--- config.mk ---
export PLATFORM = sky130hd
export DESIGN_NAME = zynet_cfg_sequencer
export DESIGN_NICKNAME = d
export VERILOG_FILES = /design/src/rtl/zynet_cfg_sequencer_pkg.sv /design/src/rtl/zynet_cfg_index_counter.sv /design/src/rtl/zynet_cfg_sequencer.sv
export SDC_FILE = /design/constraint.sdc
export NUM_CORES = 1
export LEC_CHECK = 0
export CAP_MARGIN = 20
export CORE_ASPECT_RATIO = 1.1
export CORE_MARGIN = 5
export CORE_UTILIZATION = 40
export CTS_CLUSTER_DIAMETER = 150
export DETAILED_ROUTE_END_ITERATION = 7
export PLACE_DENSITY = 0.67
export SYNTH_ARGS = -nofsm -noshare
export SYNTH_HDL_FRONTEND = slang
export SYNTH_SLANG_ARGS = --single-unit
--- constraint.sdc ---
create_clock -name clk -period 2.9 [get_ports clk]
set_input_delay 0.435 -clock clk [delete_from_list [all_inputs] [get_ports clk]]
set_output_delay 0.435 -clock clk [all_outputs]
set_load 0.02 [all_outputs]
--- src/rtl/zynet_cfg_sequencer_pkg.sv ---
// Shared constants and types for the zyNet weight/bias configuration sequencer.
// Geometry vectors are packed 16-bit fields, layer 1 in the LSBs.
package zynet_cfg_sequencer_pkg;

  localparam int DATA_WIDTH_DEF = 16;   // dataWidth
  localparam int GEO_W          = 16;
  localparam int LAYER_IDX_W    = 4;
  localparam int MAX_LAYERS     = 15;

  localparam logic [4*GEO_W-1:0] DEF_LAYER_NEURONS = {16'd10, 16'd10, 16'd30, 16'd30};
  localparam logic [4*GEO_W-1:0] DEF_LAYER_WEIGHTS = {16'd10, 16'd30, 16'd30, 16'd784};

  typedef enum logic [1:0] {
    ST_IDLE,
    ST_WEIGHT,
    ST_BIAS,
    ST_DONE
  } cfg_state_t;

endpackage

--- src/rtl/zynet_cfg_index_counter.sv ---
// Nested weight/neuron/layer index counter for the configuration sequencer.
// Reports the wrap conditions of the current indices so the FSM can steer.
module zynet_cfg_index_counter
  import zynet_cfg_sequencer_pkg::*;
#(
  parameter int                          NUM_LAYERS    = 4,
  parameter logic [NUM_LAYERS*GEO_W-1:0] LAYER_NEURONS = DEF_LAYER_NEURONS,
  parameter logic [NUM_LAYERS*GEO_W-1:0] LAYER_WEIGHTS = DEF_LAYER_WEIGHTS
) (
  input  logic                   clk,
  input  logic                   reset,
  input  logic                   clear,
  input  logic                   step_weight,
  input  logic                   step_bias,
  output logic [GEO_W-1:0]       neuron,
  output logic [LAYER_IDX_W-1:0] layer,
  output logic                   weight_wrap,
  output logic                   neuron_wrap,
  output logic                   layer_last
);

  localparam logic [LAYER_IDX_W-1:0] LAST_LAYER = LAYER_IDX_W'(NUM_LAYERS - 1);

  logic [GEO_W-1:0] w_cnt;
  logic [GEO_W-1:0] n_tab [16];
  logic [GEO_W-1:0] w_tab [16];

  // Full 16-entry tables so the 4-bit layer index never runs off the end.
  for (genvar i = 0; i < 16; i++) begin : g_tab
    if (i < NUM_LAYERS) begin : g_used
      assign n_tab[i] = LAYER_NEURONS[i*GEO_W +: GEO_W];
      assign w_tab[i] = LAYER_WEIGHTS[i*GEO_W +: GEO_W];
    end else begin : g_pad
      assign n_tab[i] = 16'd1;
      assign w_tab[i] = 16'd1;
    end
  end

  assign weight_wrap = (w_cnt == w_tab[layer] - 16'd1);
  assign neuron_wrap = (neuron == n_tab[layer] - 16'd1);
  assign layer_last  = (layer == LAST_LAYER);

  always_ff @(posedge clk or negedge reset) begin
    if (!reset) begin
      w_cnt  <= '0;
      neuron <= '0;
      layer  <= '0;
    end else if (clear) begin
      w_cnt  <= '0;
      neuron <= '0;
      layer  <= '0;
    end else if (step_weight) begin
      w_cnt <= w_cnt + 16'd1;
    end else if (step_bias) begin
      w_cnt <= '0;
      if (!neuron_wrap) begin
        neuron <= neuron + 16'd1;
      end else if (!layer_last) begin
        neuron <= '0;
        layer  <= layer + 4'd1;
      end
    end
  end

endmodule

--- src/rtl/zynet_cfg_sequencer.sv ---
// Streams weights then bias for every neuron of every layer from one word
// stream onto the neuron config bus, generating layer/neuron addresses itself.
module zynet_cfg_sequencer
  import zynet_cfg_sequencer_pkg::*;
#(
  parameter int                          DATA_WIDTH    = DATA_WIDTH_DEF,
  parameter int                          NUM_LAYERS    = 4,
  parameter logic [NUM_LAYERS*GEO_W-1:0] LAYER_NEURONS = DEF_LAYER_NEURONS,
  parameter logic [NUM_LAYERS*GEO_W-1:0] LAYER_WEIGHTS = DEF_LAYER_WEIGHTS
) (
  input  logic                  clk,
  input  logic                  reset,
  input  logic                  cfg_start,
  input  logic                  cfg_abort,
  input  logic [DATA_WIDTH-1:0] cfg_data,
  input  logic                  cfg_valid,
  output logic                  cfg_ready,
  output logic [15:0]           config_layer_num,
  output logic [15:0]           config_neuron_num,
  output logic [DATA_WIDTH-1:0] weightValue,
  output logic                  weightValid,
  output logic [DATA_WIDTH-1:0] biasValue,
  output logic                  biasValid,
  output logic                  cfg_busy,
  output logic                  cfg_done,
  output logic [31:0]           cfg_word_cnt
);

  if (NUM_LAYERS < 1 || NUM_LAYERS > MAX_LAYERS) begin : g_bad_layers
    $error("zynet_cfg_sequencer: NUM_LAYERS=%0d outside 1..%0d", NUM_LAYERS, MAX_LAYERS);
  end

  for (genvar i = 0; i < NUM_LAYERS; i++) begin : g_geo_chk
    if (LAYER_NEURONS[i*GEO_W +: GEO_W] == 16'd0 ||
        LAYER_WEIGHTS[i*GEO_W +: GEO_W] == 16'd0) begin : g_bad
      $error("zynet_cfg_sequencer: layer %0d has zero neurons or weights", i + 1);
    end
  end

  cfg_state_t             state;
  logic [GEO_W-1:0]       neuron;
  logic [LAYER_IDX_W-1:0] layer;
  logic                   weight_wrap, neuron_wrap, layer_last;
  logic                   accept, start_ok;

  assign cfg_ready = (state == ST_WEIGHT) || (state == ST_BIAS);
  // Abort blocks both acceptance and start in the same cycle.
  assign accept    = cfg_valid && cfg_ready && !cfg_abort;
  assign start_ok  = (state == ST_IDLE) && cfg_start && !cfg_abort;

  zynet_cfg_index_counter #(
    .NUM_LAYERS    (NUM_LAYERS),
    .LAYER_NEURONS (LAYER_NEURONS),
    .LAYER_WEIGHTS (LAYER_WEIGHTS)
  ) u_idx (
    .clk         (clk),
    .reset       (reset),
    .clear       (start_ok),
    .step_weight (accept && state == ST_WEIGHT),
    .step_bias   (accept && state == ST_BIAS),
    .neuron      (neuron),
    .layer       (layer),
    .weight_wrap (weight_wrap),
    .neuron_wrap (neuron_wrap),
    .layer_last  (layer_last)
  );

  always_ff @(posedge clk or negedge reset) begin
    if (!reset) begin
      state             <= ST_IDLE;
      config_layer_num  <= 16'd1;
      config_neuron_num <= '0;
      weightValue       <= '0;
      weightValid       <= 1'b0;
      biasValue         <= '0;
      biasValid         <= 1'b0;
      cfg_busy          <= 1'b0;
      cfg_done          <= 1'b0;
      cfg_word_cnt      <= '0;
    end else begin
      weightValid <= 1'b0;
      biasValid   <= 1'b0;
      cfg_done    <= 1'b0;

      // Address outputs carry the indices of the word being strobed.
      if (accept) begin
        config_layer_num  <= {12'd0, layer} + 16'd1;
        config_neuron_num <= neuron;
        cfg_word_cnt      <= cfg_word_cnt + 32'd1;
        if (state == ST_WEIGHT) begin
          weightValue <= cfg_data;
          weightValid <= 1'b1;
        end else begin
          biasValue <= cfg_data;
          biasValid <= 1'b1;
        end
      end

      if (cfg_abort) begin
        state    <= ST_IDLE;
        cfg_busy <= 1'b0;
      end else begin
        case (state)
          ST_IDLE: begin
            if (cfg_start) begin
              state        <= ST_WEIGHT;
              cfg_busy     <= 1'b1;
              cfg_word_cnt <= '0;
            end
          end
          ST_WEIGHT: begin
            if (accept && weight_wrap) state <= ST_BIAS;
          end
          ST_BIAS: begin
            if (accept) state <= (neuron_wrap && layer_last) ? ST_DONE : ST_WEIGHT;
          end
          ST_DONE: begin
            cfg_done <= 1'b1;
            cfg_busy <= 1'b0;
            state    <= ST_IDLE;
          end
          default: state <= ST_IDLE;
        endcase
      end
    end
  end

endmodule
* Word level (Yosys, flattened, before mapping)
Memory sizes are Yosys's and may differ from the RTL's. Index checks and enable logic that the tools add are counted. W data, S select, Z words.
Operators by class: $add $sub $neg 7, order comparisons 1, reductions and logical operators 21, bitwise operators 2, equal/unequal tests 12, mux-type cells 36
Operators with widths (number):
- $mux W16 | 12
- $mux W32 | 4
- $add A16 B1 Y16 const B | 2
- $add A32 B1 Y32 const B | 1
- $eq A16 B16 Y1 | 2
- $sub A16 B1 Y16 const B | 2
- $mux W4 | 5
- $mux W2 | 5
- $logic_and A1 B1 Y1 | 8
- $mux W1 | 8
- $pmux W2 S4 | 1
- $ne A3 B2 Y1 const B | 2
- $ne A3 B3 Y1 const B | 2
- $reduce_and A2 Y1 | 3
- $reduce_and A3 Y1 | 2
- $reduce_bool A3 Y1 | 2
- $add A4 B1 Y5 const B | 1
- $ge A5 B5 Y1 const B | 1
- $not A4 Y5 | 1
- $add A4 B1 Y4 const B | 1
- $eq A2 B2 Y1 const B | 2
- $eq A4 B2 Y1 const B | 1
- $reduce_and A4 Y1 | 1
- $reduce_bool A2 Y1 | 2
- 8 further kinds | 8
Storage, ports and cells: output and inout bits 101, bits in registers 138, input bits 21, logic and storage cells 94, bits in read-only memories 512, memories 2
Memories:
- (name not given) | words 16, width 16, rd ports 1, clocked after memory_dff 0, write ports 0, line zynet_cfg_index_counter.sv:39 | assign weight_wrap = (w_cnt == w_tab[layer] - 16'd1);
- (name not given) | words 16, width 16, rd ports 1, clocked after memory_dff 0, write ports 0, line zynet_cfg_index_counter.sv:40 | assign neuron_wrap = (neuron == n_tab[layer] - 16'd1);

* Depth between registers and ports, before layout
Gate-level depths: netlist of the first run.
word-level depth 11, depth in mapped cells 15, gate-level depth less buffers 13

* Modules after synthesis
A second synthesis of the first run with hierarchy kept.
Second synthesis, totals: cells, all modules 665, area, all modules 6627.6 µm²
Modules (own cells, without submodules):
- zynet_cfg_sequencer | seq. area each 2278.4 µm², cells an instance 388, area each 4232.8 µm², times used 1
- zynet_cfg_index_counter | seq. area each 900.9 µm², cells an instance 277, area each 2394.8 µm², times used 1

* Worst setup path after synthesis of the first run
Ideal clock, no wire load.
path type reg2reg, start reg u_idx.layer[2], end reg u_idx.neuron[6], buffers on the path 2, stages on the path, launching flop included 16, data required time 2.817 ns, period minus slack after synthesis 2.811 ns, arrival time 2.728 ns, library setup time 0.083 ns, slack 0.089 ns, path through dfrtp_1 -> buf_6 -> nor2_8 -> inv_1 -> ha_1 -> o21ai_0 -> inv_1 -> ha_1 -> xnor2_1 -> nor3_1 -> o2111ai_4 -> or2_4 -> a21oi_4 -> buf_6 -> o21ai_0 -> o21ai_0
Between the ends: cells in the longest elaborated chain, start to end 10, elaborated cells on any way between the ends 13, classes of those cells add/sub: 1; eq/ne: 3; mux: 6; bitwise: 1; reduce/logical: 1; memory: 1
Ends and longest elaborated chain:
- start, declared | line zynet_cfg_index_counter.sv:16 | output logic [LAYER_IDX_W-1:0] layer,
- start signal, assigned | line zynet_cfg_index_counter.sv:60 | layer <= layer + 4'd1;
- $not A4 Y5 (not written as such) | line zynet_cfg_index_counter.sv:40
- $mem_v2 Z16 W16
- $mux W16 (not written as such) (2 in a row) | line zynet_cfg_index_counter.sv:40
- $sub A16 B1 Y16 | line zynet_cfg_index_counter.sv:40
- $eq A16 B16 Y1 | line zynet_cfg_index_counter.sv:40
- $mux W16 | line zynet_cfg_index_counter.sv:56 | if (!neuron_wrap) begin
- $mux W16 | line zynet_cfg_index_counter.sv:54 | end else if (step_bias) begin
- $mux W16 | line zynet_cfg_index_counter.sv:52 | end else if (step_weight) begin
- $mux W16 | line zynet_cfg_index_counter.sv:48 | end else if (clear) begin
- end signal, assigned | line zynet_cfg_index_counter.sv:57 | neuron <= neuron + 16'd1;
- end, declared | line zynet_cfg_index_counter.sv:15 | output logic [GEO_W-1:0] neuron,
Parallel ways exist; a longest one is shown, timed or not. The select of a mux whose other input is x is not followed. A chain may end at the register's enable or synchronous reset.

* Worst setup path after layout of the first run
start reg u_idx.layer[3], end reg u_idx.neuron[2]
The elaborated chain is that of the path after synthesis.

==> impl_metrics.csv, run 1 <==
group,metric,value,unit
finish,drive_above_1_share,0.143,
clocking,root_buffer,"clkbuf_16",
pwr,clkPwrFrac,0.321,
logic_synthesis,yosys_warnings,0,
finish,n_antenna_cell,0,
setup_path,crit_fanout,6,
logic_synthesis,async_flop_share,1.00,
finish,multiInputGateArea,2960,sq um
global_route,grt-ovfl-total,0,
global_route,grt_max_degree,50,
pwr,power.share.sequential,0.332,
pwr,max-vdd-ir-drop,0.640,mV
floorplanning,io_pins,122,
logic_synthesis,synth_top_family_by_area,"simple AND/OR/NAND/NOR gates",
timing,slew_headroom,0.477,
run,maxCapViolCount,0,
floorplanning,die_h,142,um
route,final_antenna_net_count,0,
timing,whs,0.0493,ns
setup_path,cp-start-kind,"register",
placement,dpl_worst_slack,-0.0272,ns
logic_synthesis,syn_avg_cell_area,9.74,sq um
logic_synthesis,synth_top_area_share,0.499,
pwr,p_int,4.57,mW
pwr,p_leak,3.77,nW
floorplanning,start_util,0.405,
logic_synthesis,syn_area,6320,sq um
clocking,clock-sinks,127,
floorplanning,row_count,48,
logic_synthesis,synth_common_cells,"dfrtp_1 (126), nand2_1 (117), nor2_1 (62), o21ai_0 (59), mux2_2 (32)",
floorplanning,placeableCoreArea,15600,sq um
timing,setup_viol,0,
timing,worst_slew_pin_slew,0.777,ns
route,num_vias,5137,
clocking,clkSlewWorstSetupHoldPaths,0.06,ns
finish,regArea,3180,sq um
logic_synthesis,synth.most_common_cell,"dfrtp_1",
clocking,clock_latency,0.41,ns
placement,hpwl,11.1,mm
timing,drv_slew,0,
route,drt_wl_total,15.5,mm
finish,nFillCells,1425,
logic_synthesis,ys_types,60,
route,drc,0,
logic_synthesis,synthFlopType,"dfrtp_1",
global_route,antenna_found_initial,0,
logic_synthesis,yosysTopAreaCell,"dfrtp_1",
timing,period_share,0.942,
logic_synthesis,synth.top_cells.by_area,"dfrtp_1 (50%), nand2_1 (6.9%), mux2_2 (5.7%)",
logic_synthesis,synth_compound_area_frac,0.0920,
clocking,cts_buffers,17,
setup_path,critPathRequiredTime,3.22,ns
setup_path,end_kind,"register",
logic_synthesis,synth-simple-area-share,0.209,
clocking,cts_tree,"done",
setup_path,worstPathArrival,3.05,ns
floorplanning,die_w,130,um
route,via_per_inst,5.16,
floorplanning,die-area,18400,sq um
global_route,grt_first_pass_wirelength,25.8,mm
pwr,switchingPower,2.26,mW
placement,place.port_buffers,110,
logic_synthesis,synth_seq_cells,127,
worst_hold_path,hold_path.class,"input port to asynchronous set/reset pin",
timing,period_minus_slack,2.73,ns
logic_synthesis,synth_mux_area_frac,0.0633,
clocking,cts_hold_buffers,0,
finish,final_net_count,819,
route,drt_pre_antenna_iters,5,
logic_synthesis,synthCells,649,
timing,hold_viol_final,0,
pwr,totalPowerFinal,6.83,mW
logic_synthesis,synth_seq_area_share,0.503,
clocking,clockBufferDepth,2,
global_route,grt_pass1_vias,5251,
finish,synthToLayoutAreaGrowth,32.6,%
global_route,gr-usage-all-layers,0.174,
clocking,htree_levels,4,
timing,fmax,366,MHz
route,first_iter_violations,296,
pwr,pwr-share-comb,0.347,
logic_synthesis,synthXorXnorAreaFrac,0.0623,
pwr,swShare,0.331,
placement,gp_congestion,0.824,
logic_synthesis,synthAdderAreaFrac,0.0297,
pwr,p_per_area,815,nW/um^2
status,status,"complete, no violations",
timing,skew,0.00549,ns
route,wl_per_cell,15.5,um
logic_synthesis,synth-edff-count,0,
timing,worst_slack,0.170,ns
setup_path,path_class,"register to register",
## sequential cells by signal (all words and copies together), names as in the netlist
signal / flops
biasValue: 16
u_idx.layer: 4
weightValid: 1
cfg_word_cnt: 32
config_layer_num: 5
state: 2
weightValue: 16
config_neuron_num: 16
biasValid: 1
u_idx.w_cnt: 16
cfg_done: 1
u_idx.neuron: 16
cfg_busy: 1
## kinds of logic (layout without fill, tap and decap cells)
group,after synthesis,count (layout)
mux,36,36
other cells,1,11
xor+xnor,45,45
buf+inv,49,185
compound gates,95,96
simple gates,281,281
flops,127,127
fa+ha+maj,15,15
## area by class of cell
class | instances | area share
Clock buffer | 19 | 0.0540
Clock inverter | 13 | 0.0195
Inverter | 17 | 0.00761
Multi-Input combinational cell | 484 | 0.353
Sequential cell | 127 | 0.379
Tap cell | 200 | 0.0298
Timing Repair Buffer | 136 | 0.156
## layer usage
layer	vias to the layer above	wire, um	GRT usage
met5	-	0	0
met4	0	201	0.0569
met3	16	1330	0.0663
met2	160	7380	0.279
met1	2498	6550	0.217
li1	2463	-	-
## final timing paths
kind / start / endpoint / slack, ns / depth (start not counted)
max in group asynchronous: reset / biasValue[7] / 2.07 / 2
min: reset / cfg_word_cnt[29] / 0.05 / 1
max: u_idx.layer[3] / u_idx.neuron[2] / 0.17 / 13
max reg2reg: u_idx.layer[3] / u_idx.neuron[2] / 0.17 / 13
min in group clk: config_neuron_num[4] / config_neuron_num[4] / 0.47 / 2
min reg2reg: config_neuron_num[4] / config_neuron_num[4] / 0.47 / 2
## power groups by stage
stage,Clock (mW),Sequential (mW),Combinational [mW]
after floorplan,0,2.57,1.08
after global placement,0,2.28,2.28
after detailed placement,0,2.30,2.32
after CTS,2.24,2.28,2.35
after global routing,2.34,2.32,2.56
final,2.19,2.27,2.37
## worst max-delay path, cell delays in order (launching register included)
cell and delay, ns:
dfrtp_2 0.44, nor2_8 0.12, inv_1 0.06, ha_1 0.22
o21ai_2 0.09, inv_1 0.06, ha_1 0.28, xnor2_1 0.14
nor3_2 0.25, o2111ai_4 0.16, or2_4 0.30, a21oi_2 0.29
o21ai_0 0.13, o21ai_0 0.09
## cells in the final DEF, fill, tap and decap left out, types with 14 or more instances in the layout
master / instances
ha_1: 14
o21ai_0: 58
buf_4: 25
and3_1: 17
dfrtp_1: 125
clkbuf_16: 17
inv_1: 16
nor2_1: 61
xor2_1: 26
nand2_1: 117
clkdlybuf4s50_1: 109
xnor2_1: 18
nand3_1: 28
mux2_2: 32
## what timing repair did
action,CTS,global route
buffers inserted,0,2
gates cloned,0,1
resized for setup,2,8
setup endpoints to repair,2,16
pin swaps,0,3
## through the flow
step	util	instances	setup TNS (ns)	cell area [sq um]
6_report	0.537	996	0	8380
4_1_cts	0.534	993	0	8340
3_5_place_dp	0.494	961	-0.0272	7710
5_1_grt	0.537	996	-0.000195	8380
3_3_place_gp	0.494	961	0	7710
2_1_floorplan	-	659	0	6360
(Power assumes the default switching activity.)
==> inputs of run 2 (changes only) <==
- ABC_CLOCK_PERIOD_IN_PS: default -> 2900
- SLEW_MARGIN: default -> 25
==> results of run 2 <==
Final layout, timing and power as in run 1 (identical DEF).
